`src/rtl/bcd_stopwatch_counter_if.sv`:
```
// Control/status bundle for bcd_stopwatch_counter: pulse controls in, packed BCD and flags out.
interface bcd_stopwatch_counter_if #(
  parameter int unsigned DIGITS = 4
);
  logic                  run_toggle;
  logic                  clear;
  logic                  dir;
  logic                  lap;
  logic [4*DIGITS-1:0]   bcd;
  logic                  running;
  logic                  tick;
  logic                  wrap;

  modport master (
    output run_toggle, clear, dir, lap,
    input  bcd, running, tick, wrap
  );

  modport slave (
    input  run_toggle, clear, dir, lap,
    output bcd, running, tick, wrap
  );
endinterface

```
`src/rtl/bcd_stopwatch_counter.sv`:
```
// Multi-digit BCD up/down stopwatch counter with prescaler, run/pause/clear and wrap flag.
// Optional lap display hold is built only when STOPWATCH_LAP_EN is defined.
module bcd_stopwatch_counter #(
  parameter int unsigned         DIV     = 10_000_000,
  parameter int unsigned         DIGITS  = 4,
  parameter logic [4*DIGITS-1:0] MAX_BCD = {DIGITS{4'h9}}
) (
  input  logic                    clk,
  input  logic                    rst_n,
  bcd_stopwatch_counter_if.slave  bus
);

  localparam int unsigned     PW         = $clog2(DIV);
  localparam int unsigned     CW         = 4 * DIGITS;
  localparam logic [PW-1:0]   PRESC_LAST = PW'(DIV - 1);

  typedef enum logic [1:0] {StIdle, StRun, StPause} state_e;

  state_e          r_state, w_state_next;
  logic [PW-1:0]   r_presc, w_presc_next;
  logic [CW-1:0]   r_count, w_count_next, w_count_step;
  logic            w_step, w_wrap_step;
  logic            r_running, r_tick, r_wrap;

  always_comb begin
    w_state_next = r_state;
    if (bus.clear) begin
      w_state_next = StIdle;
    end else if (bus.run_toggle) begin
      unique case (r_state)
        StIdle:  w_state_next = StRun;
        StRun:   w_state_next = StPause;
        StPause: w_state_next = StRun;
        default: w_state_next = StIdle;
      endcase
    end
  end

  // clear suppresses a coincident step, so tick/wrap stay low on that edge
  assign w_step = (r_state == StRun) && (r_presc == PRESC_LAST) && !bus.clear;

  always_comb begin
    w_presc_next = r_presc;
    if (bus.clear) begin
      w_presc_next = '0;
    end else if (r_state == StRun) begin
      w_presc_next = (r_presc == PRESC_LAST) ? '0 : r_presc + PW'(1);
    end
  end

  // Digit-serial carry/borrow chain; the count never passes through binary
  always_comb begin
    logic w_carry;
    w_count_step = r_count;
    w_wrap_step  = 1'b0;
    w_carry      = 1'b1;
    if (!bus.dir) begin
      if (r_count == MAX_BCD) begin
        w_count_step = '0;
        w_wrap_step  = 1'b1;
      end else begin
        for (int i = 0; i < int'(DIGITS); i++) begin
          if (w_carry) begin
            if (r_count[4*i +: 4] == 4'd9) begin
              w_count_step[4*i +: 4] = 4'd0;
            end else begin
              w_count_step[4*i +: 4] = r_count[4*i +: 4] + 4'd1;
              w_carry                = 1'b0;
            end
          end
        end
      end
    end else begin
      if (r_count == '0) begin
        w_count_step = MAX_BCD;
        w_wrap_step  = 1'b1;
      end else begin
        for (int i = 0; i < int'(DIGITS); i++) begin
          if (w_carry) begin
            if (r_count[4*i +: 4] == 4'd0) begin
              w_count_step[4*i +: 4] = 4'd9;
            end else begin
              w_count_step[4*i +: 4] = r_count[4*i +: 4] - 4'd1;
              w_carry                = 1'b0;
            end
          end
        end
      end
    end
  end

  always_comb begin
    w_count_next = r_count;
    if (bus.clear) begin
      w_count_next = '0;
    end else if (w_step) begin
      w_count_next = w_count_step;
    end
  end

  always_ff @(posedge clk or negedge rst_n) begin
    if (!rst_n) begin
      r_state   <= StIdle;
      r_presc   <= '0;
      r_count   <= '0;
      r_running <= 1'b0;
      r_tick    <= 1'b0;
      r_wrap    <= 1'b0;
    end else begin
      r_state   <= w_state_next;
      r_presc   <= w_presc_next;
      r_count   <= w_count_next;
      r_running <= (w_state_next == StRun);
      r_tick    <= w_step;
      r_wrap    <= w_step & w_wrap_step;
    end
  end

  assign bus.running = r_running;
  assign bus.tick    = r_tick;
  assign bus.wrap    = r_wrap;

`ifdef STOPWATCH_LAP_EN
  logic            r_hold_en, w_hold_en_next;
  logic [CW-1:0]   r_hold, w_hold_next, r_bcd;

  always_comb begin
    w_hold_en_next = r_hold_en;
    w_hold_next    = r_hold;
    if (bus.clear) begin
      w_hold_en_next = 1'b0;
    end else if (bus.lap) begin
      w_hold_en_next = !r_hold_en;
      if (!r_hold_en) begin
        w_hold_next = r_count;
      end
    end
  end

  always_ff @(posedge clk or negedge rst_n) begin
    if (!rst_n) begin
      r_hold_en <= 1'b0;
      r_hold    <= '0;
      r_bcd     <= '0;
    end else begin
      r_hold_en <= w_hold_en_next;
      r_hold    <= w_hold_next;
      r_bcd     <= w_hold_en_next ? w_hold_next : w_count_next;
    end
  end

  assign bus.bcd = r_bcd;
`else
  assign bus.bcd = r_count;
`endif

endmodule

```
`src/flat_wrapper.sv`:
```
// flat-port wrapper written by rule: the top's interface ports become plain ports
module bcd_stopwatch_counter_flat 
#(
  parameter int unsigned         DIV     = 10_000_000,
  parameter int unsigned         DIGITS  = 4,
  parameter logic [4*DIGITS-1:0] MAX_BCD = {DIGITS{4'h9}}
)
  (clk, rst_n, bus_run_toggle, bus_clear, bus_dir, bus_lap, bus_bcd, bus_running, bus_tick, bus_wrap);
  bcd_stopwatch_counter_if #(.DIGITS(DIGITS)) bus_i ();
  input  logic clk;
  input  logic rst_n;
  input wire logic [$bits(bus_i.run_toggle)-1:0] bus_run_toggle;
  input wire logic [$bits(bus_i.clear)-1:0] bus_clear;
  input wire logic [$bits(bus_i.dir)-1:0] bus_dir;
  input wire logic [$bits(bus_i.lap)-1:0] bus_lap;
  output wire logic [$bits(bus_i.bcd)-1:0] bus_bcd;
  output wire logic [$bits(bus_i.running)-1:0] bus_running;
  output wire logic [$bits(bus_i.tick)-1:0] bus_tick;
  output wire logic [$bits(bus_i.wrap)-1:0] bus_wrap;
  assign bus_i.run_toggle = bus_run_toggle;
  assign bus_i.clear = bus_clear;
  assign bus_i.dir = bus_dir;
  assign bus_i.lap = bus_lap;
  assign bus_bcd = bus_i.bcd;
  assign bus_running = bus_i.running;
  assign bus_tick = bus_i.tick;
  assign bus_wrap = bus_i.wrap;
  bcd_stopwatch_counter #(.DIV(DIV), .DIGITS(DIGITS), .MAX_BCD(MAX_BCD)) u_core (.clk(clk), .rst_n(rst_n), .bus(bus_i));
endmodule
```
`config.mk`:
```
export PLATFORM = sky130hd
export DESIGN_NAME = bcd_stopwatch_counter_flat
export DESIGN_NICKNAME = d
export VERILOG_FILES = /design/src/rtl/bcd_stopwatch_counter_if.sv /design/src/rtl/bcd_stopwatch_counter.sv /design/src/flat_wrapper.sv
export SDC_FILE = /design/constraint.sdc
export NUM_CORES = 1
export LEC_CHECK = 0
export CORE_ASPECT_RATIO = 0.7
export CORE_MARGIN = 2
export CORE_UTILIZATION = 40
export DETAILED_ROUTE_END_ITERATION = 10
export DONT_BUFFER_PORTS = 1
export SKIP_LAST_GASP = 1
export SLEW_MARGIN = 20
export SYNTH_ARGS = -nofsm -noshare
export SYNTH_HDL_FRONTEND = slang
export SYNTH_SLANG_ARGS = --single-unit
```
`constraint.sdc`:
```
create_clock -name clk -period 2.91 [get_ports clk]
set_clock_uncertainty 0.1 [all_clocks]
set_input_delay 0.1455 -clock clk [delete_from_list [all_inputs] [get_ports clk]]
set_output_delay 0.1455 -clock clk [all_outputs]
set_load 0.02 [all_outputs]
```
==> impl_metrics.json, run 1 <==
{
  "ant_nets": 0,
  "crit_required_ns": 2.99,
  "vias": 2904,
  "r2r.worst_path.cells": 7,
  "start_util_pct": 40.92,
  "dr.pass1.iters": 4,
  "cts_sinks": 45,
  "drv_cap": 0,
  "ys_warn_count": 0,
  "drive_above_1_share_pct": 9.711,
  "synth_top_area_cell": "dfrtp_1",
  "postSynthCellCount": 373,
  "overflow": 0,
  "wl_um": 8666,
  "synth_cell_type_count": 59,
  "die_w_um": 110.8,
  "place_area_um2": 3346,
  "drt_iter0_drc": 273,
  "dp.cells": 469,
  "finalCriticalPeriod_ns": 2.525,
  "dieArea_um2": 8725,
  "fill_cells": 745,
  "syn_avg_cell_area_um2": 8.560,
  "critical_path_peak_fanout": 7,
  "final_core_util_pct": 46.11,
  "wl_per_cell_um": 17.98,
  "slew_headroom_pct": 64.82,
  "numPortBuffers": 0,
  "grt_pass1_vias": 2728,
  "finalSetupViolCount": 0,
  "synth_flop_cell": "dfrtp_1",
  "cts_resized": 0,
  "clkLatencyLatePin_ns": 0.29,
  "numCtsBuffers": 5,
  "fin_nets": 403,
  "fmax_mhz": 396.1,
  "synth-seq-cells": 45,
  "synth.most_common_cell": "dfrtp_1",
  "synth_edf_count": 0,
  "cts.path.max_buffers": 2,
  "globalplace.congestion": 0.8802,
  "grt_max_degree": 46,
  "cts_root_buffer": "clkbuf_16",
  "cp_slowest_cell": "dfrtp_1",
  "synth-async-reset-ratio_pct": 100.0,
  "htree_levels": 2,
  "syn_to_final_growth_pct": 12.70,
  "powerDensity_nw_per_um2": 638.8,
  "syn-num-nets": 396,
  "diodes": 0,
  "start_kind": "flip-flop",
  "rsz0062_at_grt": "no",
  "coreArea_um2": 7804,
  "grt_pass1_wl_um": 14720,
  "post-route-drc-count": 0,
  "finalMaxSlewViolations": 0,
  "worstHoldPathType": "input pin to flip-flop",
  "finalNonFillerCells": 482,
  "tritoncts": "done",
  "ios": 25,
  "ys_seq_area_share_pct": 35.27,
  "row_count": 27,
  "hold_ws_ns": 0.01465,
  "irDropWorstVdd_mv": 0.3319,
  "arrival_ns": 2.60,
  "power_leakage_nw": 1.427,
  "postCtsHoldBufs": 5,
  "synthesis.area_um2": 3193,
  "max_stage_delay_ns": 0.57,
  "final_hold_viol_count": 0,
  "post-cts-setup-buffer-count": 0,
  "die_h_um": 78.75,
  "crit_type": "flip-flop to flip-flop",
  "clk_pin_slew_ns": 0.07,
  "min_period_over_period_pct": 86.76,
  "antenna_found_initial": 0,
  "dp_hpwl_um": 6060,
  "hold_depth": 3,
  "outcome": "complete, no violations",
  "crit_path_end_kind": "flip-flop",
  "yosysTopAreaCellShare_pct": 35.27,
  "synthTopCellsByCount": "dfrtp_1, nor2_1, a21oi_1",
  "viasPerCell": 6.025,
  "worst_pin_slew_ns": 0.5277,
  "crit_chain": "inv_1, ha_1, nor3b_1, and4_1, nor3_1, or2_1, mux2_4",
  "synth_area_leaders": "dfrtp_1, ha_1, nor2_1",
  "gr-usage-all-layers_pct": 20.97,
  "fin_area_um2": 3598,
  "finalSetupTns_ns": 0
}
final timing paths:
path                                                      from                              to  slack, ns
max in group asynchronous                                rst_n   u_core.r_presc[9]$_DFFE_PN0P_       2.22
worst min-delay path                                 bus_clear  u_core.bus.bcd[11]$_DFFE_PN0P_       0.01
min in group asynchronous                                rst_n  u_core.bus.bcd[10]$_DFFE_PN0P_       0.26
worst min register to register  u_core.r_presc[23]$_DFFE_PN0P_  u_core.r_presc[23]$_DFFE_PN0P_       0.47
worst max register to register   u_core.bus.bcd[9]$_DFFE_PN0P_  u_core.bus.bcd[15]$_DFFE_PN0P_       0.39
worst max-delay path             u_core.bus.bcd[9]$_DFFE_PN0P_  u_core.bus.bcd[15]$_DFFE_PN0P_       0.39
cell usage in the layout, fill, tap and decap left out, types with 2 or more instances in the layout:
master         instances
or2_2                  2
or3_1                  5
nor3b_1                5
a32oi_1                4
nor3_1                 9
nand4_1               10
xor2_1                 9
o22ai_1                4
buf_4                 14
o31ai_1                9
o21a_1                 2
xnor2_1                5
a22oi_1               10
nand4b_1               3
inv_1                 15
mux2i_1                3
nor4_1                 6
nor2_1                35
nor2b_1                6
nand2_1               21
nand2b_1               5
a21oi_1               25
o41ai_1                4
dfrtp_1               45
and4_1                 3
dlygate4sd3_1          3
o21ai_0               23
bufinv_16              2
or4_1                  3
nand3_1               20
and3_1                 7
a31oi_1                8
or4b_2                 2
nand3b_1               6
ha_1                  17
clkbuf_16              5
through the flow:
| step | total power, mW | worst slack (ns) |
|---|---|---|
| final | 2.299 | 0.3854 |
| after global routing | 2.448 | 0.1733 |
| after CTS | 2.297 | 0.3911 |
| after detailed placement | 1.524 | 0.4077 |
| after global placement | 1.510 | 0.4640 |
| after floorplan | 1.353 | 0.5554 |
per-layer routing:
layer	track usage [%]	part of all wire [%]
met1	32.74	52
met2	28.59	40
met4	5.250	1.1
met5	0	0
met3	4.962	7.5
cell type report:
class / count / area [µm²] / share of cell area, %
clock buffer: 5 / 125.1 / 3.477
clock inverter: 3 / 65.06 / 1.808
inverter: 15 / 56.30 / 1.565
multi-input combinational: 294 / 1932 / 53.69
sequential: 45 / 1126 / 31.29
tap: 101 / 126.4 / 3.512
timing repair buffer: 19 / 167.7 / 4.659
registers in the layout, summed over array words and instances (netlist names):
name / flops
u_core.bus.bcd: 16
u_core.bus.tick: 1
u_core.bus.wrap: 1
u_core.r_presc: 24
u_core.bus.running: 1
u_core.r_state: 2
critical path, delay by kind of cell, from the launching register on:
family                     cells  cell delay [ns]
DFF                            1             0.57
and+or+nand+nor                4             1.02
muxes                          1             0.31
adders and majority gates      1             0.25
buffers and inverters          1             0.15
logic make-up after synthesis:
kind of cell / share of synthesized area, %
AO/OA/AOI/OAI: 20.06
multiplexers: 1.763
flip-flops: 35.27
buffers and inverters: 4.232
XOR/XNOR: 3.840
AND/OR/NAND/NOR: 28.17
adder cells (fa/ha/maj): 6.661
where the power goes:
part	internal (mW)	leakage, nW	switching, mW
Clock	0.491	0.0938	0.251
Combinational	0.284	0.719	0.407
Sequential	0.693	0.615	0.172
Total	1.47	1.43	0.830
Power figures use the tool's default switching activity.
==> run 2: changes to the inputs <==
--- a/config.mk
+++ b/config.mk
@@ -6,10 +6,11 @@
 export NUM_CORES = 1
 export LEC_CHECK = 0
 export CORE_ASPECT_RATIO = 0.7
-export CORE_MARGIN = 2
 export CORE_UTILIZATION = 40
+export CTS_CLUSTER_SIZE = 40
 export DETAILED_ROUTE_END_ITERATION = 10
 export DONT_BUFFER_PORTS = 1
+export RECOVER_POWER = 100
 export SKIP_LAST_GASP = 1
 export SLEW_MARGIN = 20
 export SYNTH_ARGS = -nofsm -noshare
==> impl_metrics.json, run 2 (same netlist as run 1, synthesis figures left out) <==
{
  "cts_sinks": 45,
  "drt_iter0_drc": 231,
  "cts_root_buffer": "clkbuf_16",
  "largest_reg_flops": 24,
  "coreArea_um2": 7515,
  "start_kind": "flip-flop",
  "clkLatencyLatePin_ns": 0.29,
  "finalMaxSlewViolations": 46,
  "vias": 2961,
  "crit_chain": "inv_1, ha_1, nor3b_1, and4_1, nor3_1, or2_0, mux2_1",
  "cp_slowest_cell": "dfrtp_1",
  "outcome": "finished, violations left",
  "antenna_found_initial": 0,
  "final_cell_mix": "dfrtp_1, nor2_1, a21oi_1, o21ai_0, nand2_1",
  "ant_nets": 0,
  "tritoncts": "done",
  "overflow": 0,
  "start_util_pct": 42.49,
  "arrival_ns": 2.70,
  "viasPerCell": 6.208,
  "hold_depth": 3,
  "fmax_mhz": 380.2,
  "power_leakage_nw": 1.371,
  "reg2reg_to": "u_core.bus.bcd[15]$_DFFE_PN0P_",
  "r2r.worst_path.cells": 7,
  "reg2reg_from": "u_core.bus.bcd[0]$_DFFE_PN0P_",
  "finalSetupTns_ns": 0,
  "wl_per_cell_um": 17.61,
  "wl_um": 8398,
  "grt_pass1_vias": 2704,
  "crit_type": "flip-flop to flip-flop",
  "powerDensity_nw_per_um2": 608.0,
  "fill_cells": 736,
  "finalCriticalPeriod_ns": 2.630,
  "grt_pass1_wl_um": 14230,
  "numPortBuffers": 0,
  "final_hold_viol_count": 0,
  "dp_hpwl_um": 5957,
  "globalplace.congestion": 0.8630,
  "finalSetupViolCount": 0,
  "crit_required_ns": 2.98,
  "cts_resized": 0,
  "slew_headroom_pct": -32.10,
  "rsz0062_at_grt": "no",
  "drive_above_1_share_pct": 5.805,
  "ios": 25,
  "min-delay-start": "bus_clear",
  "critical_path_peak_fanout": 8,
  "clk_pin_slew_ns": 0.07,
  "worstHoldPathType": "input pin to flip-flop",
  "final_core_util_pct": 46.62,
  "crit_path_end_kind": "flip-flop",
  "htree_levels": 2,
  "dr.pass1.iters": 5,
  "min_period_over_period_pct": 90.39,
  "numCtsBuffers": 5,
  "min_to": "u_core.bus.bcd[8]$_DFFE_PN0P_",
  "hold_ws_ns": 0.01079,
  "dieArea_um2": 8350,
  "post-route-drc-count": 0,
  "worst_pin_slew_ns": 1.981,
  "die_h_um": 76.75,
  "fin_nets": 401,
  "final_common_cell": "dfrtp_1",
  "cts.path.max_buffers": 2,
  "max_flop_register": "u_core.r_presc",
  "violations": "max-capacitance violations, max-slew violations",
  "max_stage_delay_ns": 0.59,
  "gr-usage-all-layers_pct": 21.53,
  "diodes": 0,
  "irDropWorstVdd_mv": 0.3212,
  "r2r_slack_ns": 0.28,
  "grt_max_degree": 46,
  "drv_cap": 1,
  "post-cts-setup-buffer-count": 0,
  "row_count": 26,
  "die_w_um": 108.8,
  "syn_to_final_growth_pct": 9.718
}
-- run 2: changes by cell type in the layout (fill, tap and decap cells not counted), moves of 2 or more --
cell       change
buf_4          -9
bufinv_16      -2
clkbuf_1       +7
clkbuf_8       +2
or2_0          +2
-- run 2: what timing repair did --
action,4_1_cts,5_1_grt
setup endpoints to repair,0,0
hold buffers,5,0
hold endpoints to repair,71,0
-- run 2: final cells by class --
class | count | area (µm²) | share of cell area [%]
inverters | 15 | 56.30 | 1.607
clock inverters | 1 | 5.005 | 0.1429
repair buffers | 17 | 116.4 | 3.321
flip-flops and latches | 45 | 1126 | 32.14
clock buffers | 7 | 152.6 | 4.357
multi-input cells | 294 | 1924 | 54.93
well taps | 98 | 122.6 | 3.500
-- run 2: power by group --
part	leakage [nW]	switching [mW]	internal (mW)
sequential	0.615	0.173	0.694
combinational	0.676	0.398	0.261
clock	0.0799	0.241	0.364
total	1.37	0.811	1.32
-- run 2: worst max-delay path by stage --
stage                                        from                              to  slack (ns)  cells past startpoint
floorplan           u_core.bus.bcd[4]$_DFFE_PN0P_  u_core.bus.bcd[11]$_DFFE_PN0P_        0.56                      8
global placement    u_core.bus.bcd[0]$_DFFE_PN0P_  u_core.bus.bcd[15]$_DFFE_PN0P_        0.43                      7
detailed placement  u_core.bus.bcd[0]$_DFFE_PN0P_  u_core.bus.bcd[15]$_DFFE_PN0P_        0.41                      7
CTS                 u_core.bus.bcd[0]$_DFFE_PN0P_  u_core.bus.bcd[15]$_DFFE_PN0P_        0.39                      7
global route                                rst_n   u_core.bus.bcd[5]$_DFFE_PN0P_         0.1                      2
finish              u_core.bus.bcd[0]$_DFFE_PN0P_  u_core.bus.bcd[15]$_DFFE_PN0P_        0.28                      7
-- run 2: critical path: cells and delay by family (launching register included) --
| kind | cells | cell delay (ns) |
|---|---|---|
| and+or+nand+nor | 4 | 1.05 |
| DFF | 1 | 0.59 |
| muxes | 1 | 0.35 |
| adders and majority gates | 1 | 0.26 |
| buffers and inverters | 1 | 0.15 |
-- run 2: per-stage QoR --
step,instance area [µm²],power [mW],std cells,setup slack (ns)
after floorplan,3193,1.353,373,0.5554
after global placement,3327,1.505,464,0.4346
after detailed placement,3327,1.522,464,0.4068
after CTS,3552,2.158,477,0.3922
after global routing,3503,2.263,477,0.09793
final,3503,2.130,477,0.2797
-- run 2: layer usage --
metal / global-route usage, % / routed length [µm] / up-vias
li1: - / - / 1406
met2: 27.15 / 3218 / 102
met5: 0 / 0 / -
met3: 4.252 / 515 / 7
met4: 5.135 / 68 / 0
met1: 35.67 / 4596 / 1446
==> run 3: changes to the inputs <==
--- a/config.mk
+++ b/config.mk
@@ -10,6 +10,7 @@
 export CTS_CLUSTER_SIZE = 40
 export DETAILED_ROUTE_END_ITERATION = 10
 export DONT_BUFFER_PORTS = 1
+export PLACE_DENSITY_LB_ADDON = 0.2
 export RECOVER_POWER = 100
 export SKIP_LAST_GASP = 1
 export SLEW_MARGIN = 20
==> impl_metrics.json, run 3 (same netlist as run 1, synthesis figures left out) <==
{
  "outcome": "finished, violations left",
  "violations": "max-capacitance violations, max-slew violations",
  "row_count": 26,
  "coreArea_um2": 7515,
  "antenna_found_initial": 0,
  "tritoncts": "done",
  "numCtsBuffers": 5,
  "numPortBuffers": 0,
  "irDropWorstVdd_mv": 0.3424,
  "dr.pass1.iters": 5,
  "finalSetupTns_ns": 0,
  "clkLatencyLatePin_ns": 0.29,
  "largest_reg_flops": 24,
  "syn_to_final_growth_pct": 9.992,
  "crit_type": "flip-flop to flip-flop",
  "dp_hpwl_um": 5903,
  "fin_nets": 402,
  "htree_levels": 2,
  "fmax_mhz": 378.2,
  "drt_iter0_drc": 231,
  "globalplace.congestion": 0.8328,
  "ant_nets": 0,
  "crit_path_end_kind": "flip-flop",
  "drive_above_1_share_pct": 5.789,
  "finalMaxSlewViolations": 46,
  "worstHoldPathType": "input pin to flip-flop",
  "viasPerCell": 6.226,
  "arrival_ns": 2.72,
  "hold_depth": 3,
  "r2r.worst_path.cells": 7,
  "vias": 2976,
  "wl_um": 8649,
  "critical_path_peak_fanout": 8,
  "cts_sinks": 45,
  "power_mw": 2.202,
  "start_util_pct": 42.49,
  "max_flop_register": "u_core.r_presc",
  "ios": 25,
  "final_common_cell": "dfrtp_1",
  "dieArea_um2": 8350,
  "post-route-drc-count": 0,
  "grt_pass1_wl_um": 14490,
  "min_period_over_period_pct": 90.86,
  "worst_pin_slew_ns": 2.078,
  "crit_required_ns": 2.98,
  "slew_headroom_pct": -38.76,
  "rsz0062_at_grt": "no",
  "grt_pass1_vias": 2701,
  "final_hold_viol_count": 0,
  "cts_root_buffer": "clkbuf_16",
  "cts.path.max_buffers": 2,
  "start_kind": "flip-flop",
  "die_w_um": 108.8,
  "grt_max_degree": 46,
  "finalSetupViolCount": 0,
  "die_h_um": 76.75,
  "final_cell_mix": "dfrtp_1, nor2_1, a21oi_1, o21ai_0, nand2_1",
  "post-cts-setup-buffer-count": 0,
  "powerDensity_nw_per_um2": 627.0,
  "clk_pin_slew_ns": 0.07,
  "drv_cap": 1,
  "overflow": 0,
  "gr-usage-all-layers_pct": 21.88,
  "power_leakage_nw": 1.379,
  "diodes": 0,
  "finalCriticalPeriod_ns": 2.644,
  "wl_per_cell_um": 18.09
}
run 3: worst paths after layout:
| kind | from | endpoint | slack [ns] |
|---|---|---|---|
| setup / recovery | u_core.bus.bcd[0]$_DFFE_PN0P_ | u_core.bus.bcd[15]$_DFFE_PN0P_ | 0.27 |
| hold / removal | bus_clear | u_core.bus.bcd[11]$_DFFE_PN0P_ | 0.02 |
| setup reg to reg | u_core.bus.bcd[0]$_DFFE_PN0P_ | u_core.bus.bcd[15]$_DFFE_PN0P_ | 0.27 |
| hold reg to reg | u_core.r_presc[23]$_DFFE_PN0P_ | u_core.r_presc[23]$_DFFE_PN0P_ | 0.46 |
| max in group asynchronous | rst_n | u_core.r_presc[16]$_DFFE_PN0P_ | 0.59 |
| min in group asynchronous | rst_n | u_core.bus.bcd[8]$_DFFE_PN0P_ | 0.93 |
run 3: per-layer routing:
layer | vias to the layer above | wire (µm) | track usage [%] | part of all wire, %
met2 | 105 | 3340 | 28.42 | 39
li1 | 1409 | - | - | -
met3 | 11 | 530 | 3.741 | 6.1
met1 | 1451 | 4696 | 36.26 | 54
met4 | 0 | 81 | 4.324 | 0.94
met5 | - | 0 | 0 | 0
run 3: power breakdown:
group          leakage, nW  switching [mW]  internal [mW]
Clock               0.0841           0.255          0.430
Combinational        0.680           0.394          0.255
Sequential           0.615           0.175          0.693
Total                 1.38           0.824           1.38
run 3: worst max-delay path, stage by stage (launching register included):
cell,delay (ns)
dfrtp_1,0.59
inv_1,0.15
ha_1,0.26
nor3b_1,0.18
and4_1,0.25
nor3_1,0.36
or2_0,0.30
mux2_1,0.34
run 3: timing repair:
action	in CTS	in global routing
endpoints found under the hold margin	71	0
gates resized for setup	0	0
hold buffers	5	0
run 3: metrics by stage:
stage / util, % / instances / area, µm² / setup slack, ns / hold WS (ns)
floorplan: - / 373 / 3193 / 0.5554 / -0.2501
global placement: 44.37 / 465 / 3334 / 0.4039 / -0.2494
detailed placement: 44.37 / 465 / 3334 / 0.3662 / -0.2492
CTS: 47.57 / 478 / 3575 / 0.3538 / 0.01406
global route: 46.74 / 478 / 3512 / 0.1188 / 0.04239
finish: 46.74 / 478 / 3512 / 0.2660 / 0.01745
run 3: area by class of cell:
cell class                      instances  area (µm²)
Multi-Input combinational cell        294        1918
Inverter                               15       56.30
Fill cell                             708        4003
Timing Repair Buffer                   18       116.4
Clock buffer                            7       142.6
Tap cell                               98       122.6
Clock inverter                          1       30.03
Sequential cell                        45        1126
